===== src/rtl/me_sprite_seq.sv =====
// Player craft sprite sequencer: picks the normal/destroy image once per video frame
// and turns the 22-bit bram_me word into layer RGB/alpha for the pixel compositor.
module me_sprite_seq #(
  parameter int NORMAL_DIV  = 8,
  parameter int DESTROY_DIV = 6,
  parameter int GRAY_W      = 4,
  parameter int INFO_W      = 5*GRAY_W+2
) (
  input  logic                  clk_vga,
  input  logic                  rst,
  input  logic                  en_i,
  input  logic                  v_sync_i,
  input  logic                  hit_i,
  input  logic                  revive_i,
  input  logic                  pix_valid_i,
  input  logic [INFO_W-1:0]     bram_info_i,
  output logic [3*GRAY_W-1:0]   vga_rgb_o,
  output logic                  vga_alpha_o,
  output logic                  alive_o,
  output logic                  destroying_o,
  output logic                  dead_pulse_o
);

  localparam int MAX_DIV = (NORMAL_DIV > DESTROY_DIV) ? NORMAL_DIV : DESTROY_DIV;
  localparam int FCNT_W  = (MAX_DIV > 1) ? $clog2(MAX_DIV) : 1;
  localparam logic [FCNT_W-1:0] N_LAST = FCNT_W'(NORMAL_DIV - 1);
  localparam logic [FCNT_W-1:0] D_LAST = FCNT_W'(DESTROY_DIV - 1);

  typedef enum logic [2:0] {
    S_IDLE, S_NORMAL, S_D1, S_D2, S_D3, S_DEAD
  } state_t;

  state_t              state;
  logic                img;
  logic [FCNT_W-1:0]   fcnt;
  logic                hit_pend;
  logic                rev_pend;
  logic                vs_q;
  logic                tick;

  // BRAM word fields, MSB first: {alpha1, gray1, alpha2, gray2, gd1, gd2, gd3}
  logic                alpha1, alpha2;
  logic [GRAY_W-1:0]   gray1, gray2, gd1, gd2, gd3;

  assign alpha1 = bram_info_i[INFO_W-1];
  assign gray1  = bram_info_i[INFO_W-2 -: GRAY_W];
  assign alpha2 = bram_info_i[INFO_W-2-GRAY_W];
  assign gray2  = bram_info_i[INFO_W-3-GRAY_W -: GRAY_W];
  assign gd1    = bram_info_i[3*GRAY_W-1 -: GRAY_W];
  assign gd2    = bram_info_i[2*GRAY_W-1 -: GRAY_W];
  assign gd3    = bram_info_i[GRAY_W-1:0];

  // Vsync is active-low; the frame boundary is its release (0 -> 1).
  assign tick = v_sync_i & ~vs_q;

  assign alive_o      = (state == S_NORMAL);
  assign destroying_o = (state == S_D1) || (state == S_D2) || (state == S_D3);

  always_ff @(posedge clk_vga or posedge rst) begin
    if (rst) begin
      state        <= S_IDLE;
      img          <= 1'b0;
      fcnt         <= '0;
      hit_pend     <= 1'b0;
      rev_pend     <= 1'b0;
      vs_q         <= 1'b1;
      dead_pulse_o <= 1'b0;
    end else begin
      vs_q         <= v_sync_i;
      dead_pulse_o <= 1'b0;
      if (!en_i) begin
        state    <= S_IDLE;
        img      <= 1'b0;
        fcnt     <= '0;
        hit_pend <= 1'b0;
        rev_pend <= 1'b0;
      end else begin
        if (state == S_NORMAL && hit_i)  hit_pend <= 1'b1;
        if (state == S_DEAD && revive_i) rev_pend <= 1'b1;
        case (state)
          S_IDLE: begin
            hit_pend <= 1'b0;
            rev_pend <= 1'b0;
            if (tick) begin
              state <= S_NORMAL;
              img   <= 1'b0;
              fcnt  <= '0;
            end
          end
          S_NORMAL: if (tick) begin
            if (hit_pend || hit_i) begin
              state    <= S_D1;
              fcnt     <= '0;
              hit_pend <= 1'b0;
            end else if (fcnt == N_LAST) begin
              img  <= ~img;
              fcnt <= '0;
            end else begin
              fcnt <= fcnt + FCNT_W'(1);
            end
          end
          S_D1, S_D2, S_D3: if (tick) begin
            if (fcnt == D_LAST) begin
              fcnt  <= '0;
              state <= (state == S_D1) ? S_D2 : (state == S_D2) ? S_D3 : S_DEAD;
              if (state == S_D3) dead_pulse_o <= 1'b1;
            end else begin
              fcnt <= fcnt + FCNT_W'(1);
            end
          end
          S_DEAD: if (tick && (rev_pend || revive_i)) begin
            state    <= S_NORMAL;
            img      <= 1'b0;
            fcnt     <= '0;
            rev_pend <= 1'b0;
          end
          default: state <= S_IDLE;
        endcase
      end
    end
  end

  logic [GRAY_W-1:0] sel_gray;
  logic              sel_alpha;

  always_comb begin
    sel_gray  = '0;
    sel_alpha = 1'b0;
    case (state)
      S_NORMAL: begin
        sel_gray  = img ? gray2  : gray1;
        sel_alpha = img ? alpha2 : alpha1;
      end
      S_D1: begin sel_gray = gd1; sel_alpha = |gd1; end
      S_D2: begin sel_gray = gd2; sel_alpha = |gd2; end
      S_D3: begin sel_gray = gd3; sel_alpha = |gd3; end
      default: ;
    endcase
  end

  // pix_valid_i qualifies bram_info_i for this cycle only; no backpressure exists.
  always_ff @(posedge clk_vga or posedge rst) begin
    if (rst) begin
      vga_rgb_o   <= '0;
      vga_alpha_o <= 1'b0;
    end else if (!en_i || !pix_valid_i) begin
      vga_rgb_o   <= '0;
      vga_alpha_o <= 1'b0;
    end else begin
      vga_rgb_o   <= {3{sel_gray}};
      vga_alpha_o <= sel_alpha;
    end
  end

endmodule


===== config.mk =====
export PLATFORM = sky130hd
export DESIGN_NAME = me_sprite_seq
export DESIGN_NICKNAME = d
export VERILOG_FILES = /design/src/rtl/me_sprite_seq.sv
export SDC_FILE = /design/constraint.sdc
export NUM_CORES = 1
export LEC_CHECK = 0
export ABC_AREA = 1
export BUFFER_PORTS_ARGS = -buffer_cell sky130_fd_sc_hd__buf_2
export CELL_PAD_IN_SITES_DETAIL_PLACEMENT = 0
export CELL_PAD_IN_SITES_GLOBAL_PLACEMENT = 2
export CORE_UTILIZATION = 22
export DETAILED_ROUTE_END_ITERATION = 10
export GPL_TIMING_DRIVEN = 0
export PLACE_DENSITY = 0.77
export SETUP_SLACK_MARGIN = 0.3
export SYNTH_ARGS = -nofsm -noshare
export SYNTH_HDL_FRONTEND = slang
export SYNTH_SLANG_ARGS = --single-unit

===== constraint.sdc =====
create_clock -name clk_vga -period 1.4 [get_ports clk_vga]
set_input_delay 0.35 -clock clk_vga [delete_from_list [all_inputs] [get_ports clk_vga]]
set_output_delay 0.35 -clock clk_vga [all_outputs]
set_load 0.03 [all_outputs]

==> reports/metrics.yaml, run 1 <==
syn_area_mm2: 0.001206
grt_pass1_wl_um: 6168
num_io_pins: 45
grt_pass1_vias: 1307
fin_crit_ns: 1.516
cts.hold.buffers_added: 0
crit_fanout: 6
clk_latency_ns: 0.25
grt_max_degree: 17
dp_hpwl_um: 2649
cts_sinks: 16
worstPathRequired_ns: 1.05
startpoint_type: "flip-flop"
cp_common_cell: "buf_6"
max_freq_mhz: 659.8
violations: "setup timing"
portBuffers: 44
antenna_cells_inserted: 0
fp.dieH_um: 76.05
synth_fp_nets: 221
drtPass1Iterations: 4
vias_per_cell: 4.174
crit_chain: "buf_6, nor2_4, nand2_4, nand2_8, buf_6"
path_buf_inv: 2
rsz0062_at_grt: "yes"
antenna_found_initial: 0
vdd_drop_max_mv: 0.6132
synth.most_common_cell: "nand2_1"
power_density_mw_per_mm2: 1709
met1_length_um: 1758
outcome: "finished with violations"
hold_viol_final: 0
register_area_um2: 404.1
synth_top_area_share_pct: 31.12
groute.usage.overall_pct: 13.41
area_delta_synth_final_pct: 64.83
critical_path_class: "flip-flop to primary output"
finalNetCount: 280
synth-warning-count: 0
maxCapViolCount: 0
syn_inst: 189
die_area_mm2: 0.005783
drt_iter0_drc: 67
overflow: 0
fillCellCount: 558
start_util_pct: 23.17
root_buffer: "clkbuf_8"
core_mm2: 0.005205
cp-endpoint: "destroying_o"
cts_tree: "yes"
synth-edff-count: 0
layout_setup_ws_ns: -0.1156
startpoint: "state[1]"
setup_viol: 3
cp_slowest_cell: "dfrtp_1"
r2r_slack_ns: -0.02
critPathArrivalTime_ns: 1.17
slowest_delay_ns: 0.38
synth_area_leaders: "dfrtp_1, nand2_1, nor2_1, a21oi_1, buf_4"
critPathTopFamily: "flip-flops"
yosysSeqAreaShare_pct: 33.30
hp-class: "input pin to async pin"
ff2ff_path_depth: 8
synth_async_sr_flop_share_pct: 100.0
num_vias: 1323
max_slew_margin_pct: 53.28
wl_met2_um: 1770
ant_nets: 0
synth_cell_types: 19
end_kind: "primary output"
path_clk_slew_ns: 0.07
finalSetupTns_ns: -0.2352
timing.final.crit_share_pct: 108.3
route.top_layer_used: "met4"
routed_wl_um: 3714
postSynthAreaPerCell_um2: 6.382
wl_met3_um: 116
num_rows: 26
final_layout_size_suffix_gt1_share_pct: 44.53
cts-buffers-inserted: 3
synth_ff_type: "dfrtp_1"
r2r_end: "fcnt[2]"
finClkSkew_ns: 0.003283
gp_congestion: 0.7480
tightestPinTransition_ns: 0.7000
yosys_register_bits: 16
r2r_start: "fcnt[0]"
h-tree-depth: 1
synth_top_cell_by_area: "dfrtp_1"
dieWidth_um: 76.05
remaining_drc_errors: 0
place_ws_ns: -0.005997
multiInputGateArea_um2: 813.3
crit_cells: 5
avgRoutedWirePerCell_um: 11.72
p_leak_nw: 0.9885
synthTopCellsByCount: "nand2_1, nor2_1, dfrtp_1, inv_1, a21oi_1"
clockBufferDepth: 2
slew_viol_final: 0
## worst register-to-register path: cells and delay by family (launching register included)
| kind | cells | cell delay, ns |
|---|---|---|
| compound gates | 1 | 0.15 |
| simple gates | 4 | 0.30 |
| fa+ha+maj | 2 | 0.46 |
| buf+inv | 1 | 0.03 |
| flops | 1 | 0.42 |
## metal layers
| metal | up-vias | global-route usage, % |
|---|---|---|
| met3 | 6 | 2.036 |
| met1 | 585 | 17.48 |
| met2 | 30 | 22.82 |
| met5 | - | 0 |
| met4 | 0 | 4.038 |
| li1 | 702 | - |
## cells by family after synthesis
logic type                 Yosys count  synth area share (%)
DFF                                 16                 33.30
buffers and inverters               30                 13.07
AOI/OAI and AO/OA                   24                 10.17
and+or+nand+nor                    116                 40.35
adders and majority gates            3                 3.112
## power breakdown
group | total (W) | switching [W] | leakage, nW | internal [W]
combinational | 0.00229 | 0.00126 | 0.747 | 0.00103
clock | 0.000429 | 0.000179 | 0.0288 | 0.000250
sequential | 0.000680 | 0.000117 | 0.213 | 0.000562
## cells in the final DEF (no fill, tap or decap), types with 5 or more instances in the layout
cell,count
a21oi_1,7
buf_2,28
buf_6,32
dfrtp_1,13
inv_1,14
nand2_1,56
nand2_2,6
nand2_4,5
nand3_1,10
nor2_1,27
nor2_4,6
## worst min path at each step
stage / end / cells after the start
after global routing: vs_q / 1
after global placement: vs_q / 1
after floorplan: dead_pulse_o / 1
final: state[1] / 2
after CTS: vs_q / 1
after detailed placement: vs_q / 1
## through the flow
step	total power, W	hold slack (ns)	cells	utilization (%)	area (um^2)
floorplan	0.001820	0.2630	189	-	1266
global placement	0.002202	0.4763	303	30.24	1574
detailed placement	0.002180	0.4784	303	30.24	1574
CTS	0.003066	0.2063	313	35.99	1873
global route	0.003653	0.2017	317	38.20	1988
finish	0.003397	0.1986	317	38.20	1988
## area by class of cell
class | instances | area share, %
Sequential cell | 16 | 20.33
Tap cell | 70 | 4.405
Inverter | 20 | 4.279
Multi-Input combinational cell | 143 | 40.91
Timing Repair Buffer | 54 | 21.65
Buffer | 10 | 5.664
Clock buffer | 4 | 2.769
## flip-flops by register name (all words and copies together) (netlist names)
register      flops
vga_rgb_o         4
fcnt              3
state             3
dead_pulse_o      1
hit_pend          1
img               1
rev_pend          1
vga_alpha_o       1
vs_q              1
## timing repair
action / CTS / global route
endpoints found under the setup margin: 30 / 31
buffers inserted: 6 / 4
pin swaps: 8 / 9
resized for setup: 60 / 20
endpoints found under the hold margin: 0 / 0
Power figures use the tool's default switching activity.
==> inputs of run 2 (changes only) <==
--- a/config.mk
+++ b/config.mk
@@ -13,6 +13,7 @@
 export DETAILED_ROUTE_END_ITERATION = 10
 export GPL_TIMING_DRIVEN = 0
 export PLACE_DENSITY = 0.77
+export RECOVER_POWER = 50
 export SETUP_SLACK_MARGIN = 0.3
 export SYNTH_ARGS = -nofsm -noshare
 export SYNTH_HDL_FRONTEND = slang
==> reports/metrics.yaml, run 2 (synthesized netlist as in run 1, its figures left out) <==
avgRoutedWirePerCell_um: 11.72
dieWidth_um: 76.05
finalNetCount: 280
maxCapViolCount: 0
stdcell_count: 317
grt_pass1_wl_um: 6168
post-place-cells: 303
h-tree-depth: 1
remaining_drc_errors: 0
vias_per_cell: 4.174
timing.final.crit_share_pct: 108.3
cts.hold.buffers_added: 0
top_regs: "vga_rgb_o (4), fcnt (3), state (3)"
vdd_drop_max_mv: 0.6133
layout_setup_ws_ns: -0.1156
p_clk_share_pct: 12.7
pwr-share-comb_pct: 67.3
cts_tree: "yes"
crit_fanout: 6
portBuffers: 44
register_area_um2: 404.1
fp.dieH_um: 76.05
antenna_found_initial: 0
p_leak_nw: 0.9808
p_int_w: 0.001827
routed_wl_um: 3715
grt_pass1_vias: 1307
path_clk_slew_ns: 0.07
num_rows: 26
groute.usage.overall_pct: 13.41
area_delta_synth_final_pct: 64.11
final_util_pct: 38.03
fin_crit_ns: 1.516
power.switching_w: 0.001558
slew_viol_final: 0
startpoint_type: "flip-flop"
core_mm2: 0.005205
fillCellCount: 561
p_sw_share_pct: 46.03
drtPass1Iterations: 4
gp_congestion: 0.7480
layout_common_cells: "nand2_1, buf_6, nor2_1, buf_2, inv_1"
max_slew_margin_pct: 53.28
cts-buffers-inserted: 3
critPathArrivalTime_ns: 1.17
clockBufferDepth: 2
largest_register: "vga_rgb_o"
setup_viol: 3
max_freq_mhz: 659.8
cts_sinks: 16
critical_path_class: "flip-flop to primary output"
place_ws_ns: -0.005997
seqPwrFrac_pct: 20.0
largest_reg_flops: 4
root_buffer: "clkbuf_8"
num_vias: 1323
tightestPinTransition_ns: 0.7000
violations: "setup timing"
end_kind: "primary output"
die_area_mm2: 0.005783
overflow: 0
start_util_pct: 23.17
clk_latency_ns: 0.25
rsz0062_at_grt: "yes"
hp-class: "input pin to async pin"
final_layout_size_suffix_gt1_share_pct: 43.72
num_io_pins: 45
finClkSkew_ns: 0.003266
p_total_w: 0.003384
drt_iter0_drc: 67
hold_viol_final: 0
multiInputGateArea_um2: 813.3
worstPathRequired_ns: 1.05
dp_hpwl_um: 2649
outcome: "finished with violations"
final_common_cell: "nand2_1"
grt_max_degree: 17
ant_nets: 0
power_density_mw_per_mm2: 1710
antenna_cells_inserted: 0
[run 2: what timing repair did]
| item | 4_1_cts | 5_1_grt |
|---|---|---|
| setup buffers | 6 | 4 |
| endpoints found under the hold margin | 0 | 0 |
| endpoints found under the setup margin | 30 | 31 |
| pin swaps | 8 | 9 |
| gates resized for setup | 60 | 20 |
[run 2: power by group through the flow]
stage	Sequential, W	Combinational [W]	Clock (W)
3_5_place_dp	0.000686	0.00149	0
5_1_grt	0.000693	0.00248	0.000469
4_1_cts	0.000672	0.00195	0.000445
3_3_place_gp	0.000686	0.00152	0
6_report	0.000678	0.00228	0.000429
2_1_floorplan	0.000717	0.00110	0
[run 2: per-stage QoR]
step           cell area, um^2  TNS (ns)  hold WS, ns
6_report                  1979   -0.2362       0.1986
5_1_grt                   1979    -1.163       0.1997
4_1_cts                   1873   -0.2691       0.2063
3_5_place_dp              1574  -0.01077       0.4784
3_3_place_gp              1574         0       0.4763
2_1_floorplan             1266         0       0.2630
[run 2: worst paths after layout]
check	from	end	slack [ns]	cells past startpoint
setup / recovery	state[1]	destroying_o	-0.12	5
hold / removal	rst	state[1]	0.20	2
setup reg to reg	fcnt[0]	fcnt[2]	-0.02	8
hold reg to reg	fcnt[1]	fcnt[1]	0.52	2
max in group asynchronous	rst	img	0.72	2
min in group clk_vga	v_sync_i	vs_q	0.20	1
[run 2: layout make-up]
class | count | area share [%]
buffer | 10 | 5.689
clock buffer | 4 | 2.781
inverter | 20 | 4.298
multi-input combinational | 143 | 41.09
sequential | 16 | 20.42
tap | 70 | 4.425
timing repair buffer | 54 | 21.30
[run 2: critical path, cell delays in order, from the launching register on]
cell	delay, ns
dfrtp_1	0.38
buf_6	0.14
nor2_4	0.12
nand2_4	0.08
nand2_8	0.07
buf_6	0.12
[run 2: metal layers]
metal	share of wire [%]	track usage [%]	vias to the layer above
met3	2.9	2.036	6
met2	48	22.82	27
li1	-	-	702
met4	1.9	4.038	0
met1	48	17.48	588
met5	0	0	-
==> inputs of run 3 (changes only) <==
--- a/config.mk
+++ b/config.mk
@@ -14,6 +14,7 @@
 export GPL_TIMING_DRIVEN = 0
 export PLACE_DENSITY = 0.77
 export RECOVER_POWER = 50
+export REMOVE_ABC_BUFFERS = 1
 export SETUP_SLACK_MARGIN = 0.3
 export SYNTH_ARGS = -nofsm -noshare
 export SYNTH_HDL_FRONTEND = slang
==> reports/metrics.yaml, run 3 (synthesized netlist as in run 1, its figures left out) <==
outcome: "finished with violations"
violations: "setup timing"
r2r_end: "state[1]"
portBuffers: 44
max_freq_mhz: 665.6
num_io_pins: 45
hp-class: "input pin to async pin"
fin_crit_ns: 1.502
crit_fanout: 8
route.top_layer_used: "met4"
tightestPinTransition_ns: 0.6167
wl_met3_um: 101
rsz0062_at_grt: "yes"
h-tree-depth: 1
num_rows: 26
vdd_drop_max_mv: 0.4644
antenna_cells_inserted: 0
num_vias: 1332
fp.dieH_um: 76.05
power_density_mw_per_mm2: 1654
slew_viol_final: 0
cts_sinks: 16
cp-endpoint: "alive_o"
routed_wl_um: 3710
fin_hold_ws_ns: 0.1671
avgRoutedWirePerCell_um: 11.74
ant_nets: 0
setup_viol: 7
grt_pass1_vias: 1290
hold_viol_final: 0
wl_met2_um: 1855
r2r_slack_ns: -0.06
largest_register: "vga_rgb_o"
p_leak_nw: 0.9501
grt_max_degree: 17
overflow: 0
clockBufferDepth: 2
worstPathRequired_ns: 1.05
antenna_found_initial: 0
layout_common_cells: "nand2_1, buf_2, nor2_1"
gp_congestion: 0.8035
r2r_start: "state[1]"
dp_hpwl_um: 2611
clk_latency_ns: 0.25
top_regs: "vga_rgb_o (4), fcnt (3), state (3)"
finalNetCount: 279
cts_tree: "yes"
root_buffer: "clkbuf_8"
ff2ff_path_depth: 10
stdcell_count: 316
final_layout_size_suffix_gt1_share_pct: 49.19
startpoint_type: "flip-flop"
met1_length_um: 1719
finalSetupTns_ns: -0.3499
maxCapViolCount: 0
start_util_pct: 23.17
timing.final.crit_share_pct: 107.3
core_mm2: 0.005205
area_delta_synth_final_pct: 62.45
drtPass1Iterations: 5
critical_path_class: "flip-flop to primary output"
grt_pass1_wl_um: 5968
final_util_pct: 37.64
cts-buffers-inserted: 3
dieWidth_um: 76.05
groute.usage.overall_pct: 12.88
finClkSkew_ns: 0.0004612
path_clk_slew_ns: 0.06
drt_iter0_drc: 65
largest_reg_flops: 4
max_slew_margin_pct: 58.84
remaining_drc_errors: 0
layout_setup_ws_ns: -0.1023
end_kind: "primary output"
post-place-cells: 293
fillCellCount: 552
vias_per_cell: 4.215
die_area_mm2: 0.005783
critPathArrivalTime_ns: 1.15
final_common_cell: "nand2_1"
startpoint: "state[1]"
-- run 3: cell types whose count changed in the layout (fill, tap and decap cells not counted), moves of 3 or more --
cell,before,now
buf_4,3,13
buf_6,31,22
nor2_2,0,5
dfrtp_1,13,9
dfrtp_2,2,6
nand3_1,10,6
nor2_1,27,23
nand3_2,1,4
-- run 3: repair_timing --
| item | in CTS | in global routing |
|---|---|---|
| gates cloned | 0 | 0 |
| setup endpoints to repair | 30 | 31 |
| setup buffers | 13 | 6 |
| gates resized for setup | 64 | 37 |
| pin swaps | 8 | 8 |
| hold buffers | 0 | 0 |
-- run 3: worst min-delay path by stage --
stage,to,cells after the start
global route,vs_q,1
floorplan,dead_pulse_o,1
detailed placement,vga_rgb_o[9],2
global placement,vga_rgb_o[9],2
finish,vga_rgb_o[9],2
CTS,vga_rgb_o[9],2
-- run 3: per-layer routing --
layer	global-route usage (%)	vias to the layer above
met5	0	-
met4	4.038	0
met3	2.874	4
met2	21.55	20
met1	16.47	610
li1	-	698
-- run 3: final cells by class --
type,instances,area [um^2],area share [%]
timing repair buffer,63,484.2,24.71
inverter,20,87.58,4.470
sequential,16,409.1,20.88
clock buffer,4,55.05,2.810
tap,70,87.58,4.470
multi-input combinational,143,835.8,42.66
-- run 3: metrics by stage --
stage	total power [W]	cell area (um^2)	worst slack [ns]
3_5_place_dp	0.001938	1431	-0.06964
2_1_floorplan	0.001583	1124	0.05107
4_1_cts	0.002961	1793	-0.1084
6_report	0.003241	1959	-0.1023
3_3_place_gp	0.001949	1431	-0.08397
5_1_grt	0.003502	1959	-0.1546
-- run 3: critical path, cell delays in order, from the launching register on --
cell and delay, ns:
dfrtp_2 0.49, inv_2 0.09, nand2_2 0.06, nor2_4 0.11, buf_6 0.14
-- run 3: power by group --
group / internal [W] / switching (W) / total, W
Sequential: 0.000569 / 0.000160 / 0.000728
Combinational: 0.000906 / 0.00120 / 0.00210
Clock: 0.000249 / 0.000158 / 0.000408
Total: 0.00172 / 0.00152 / 0.00324
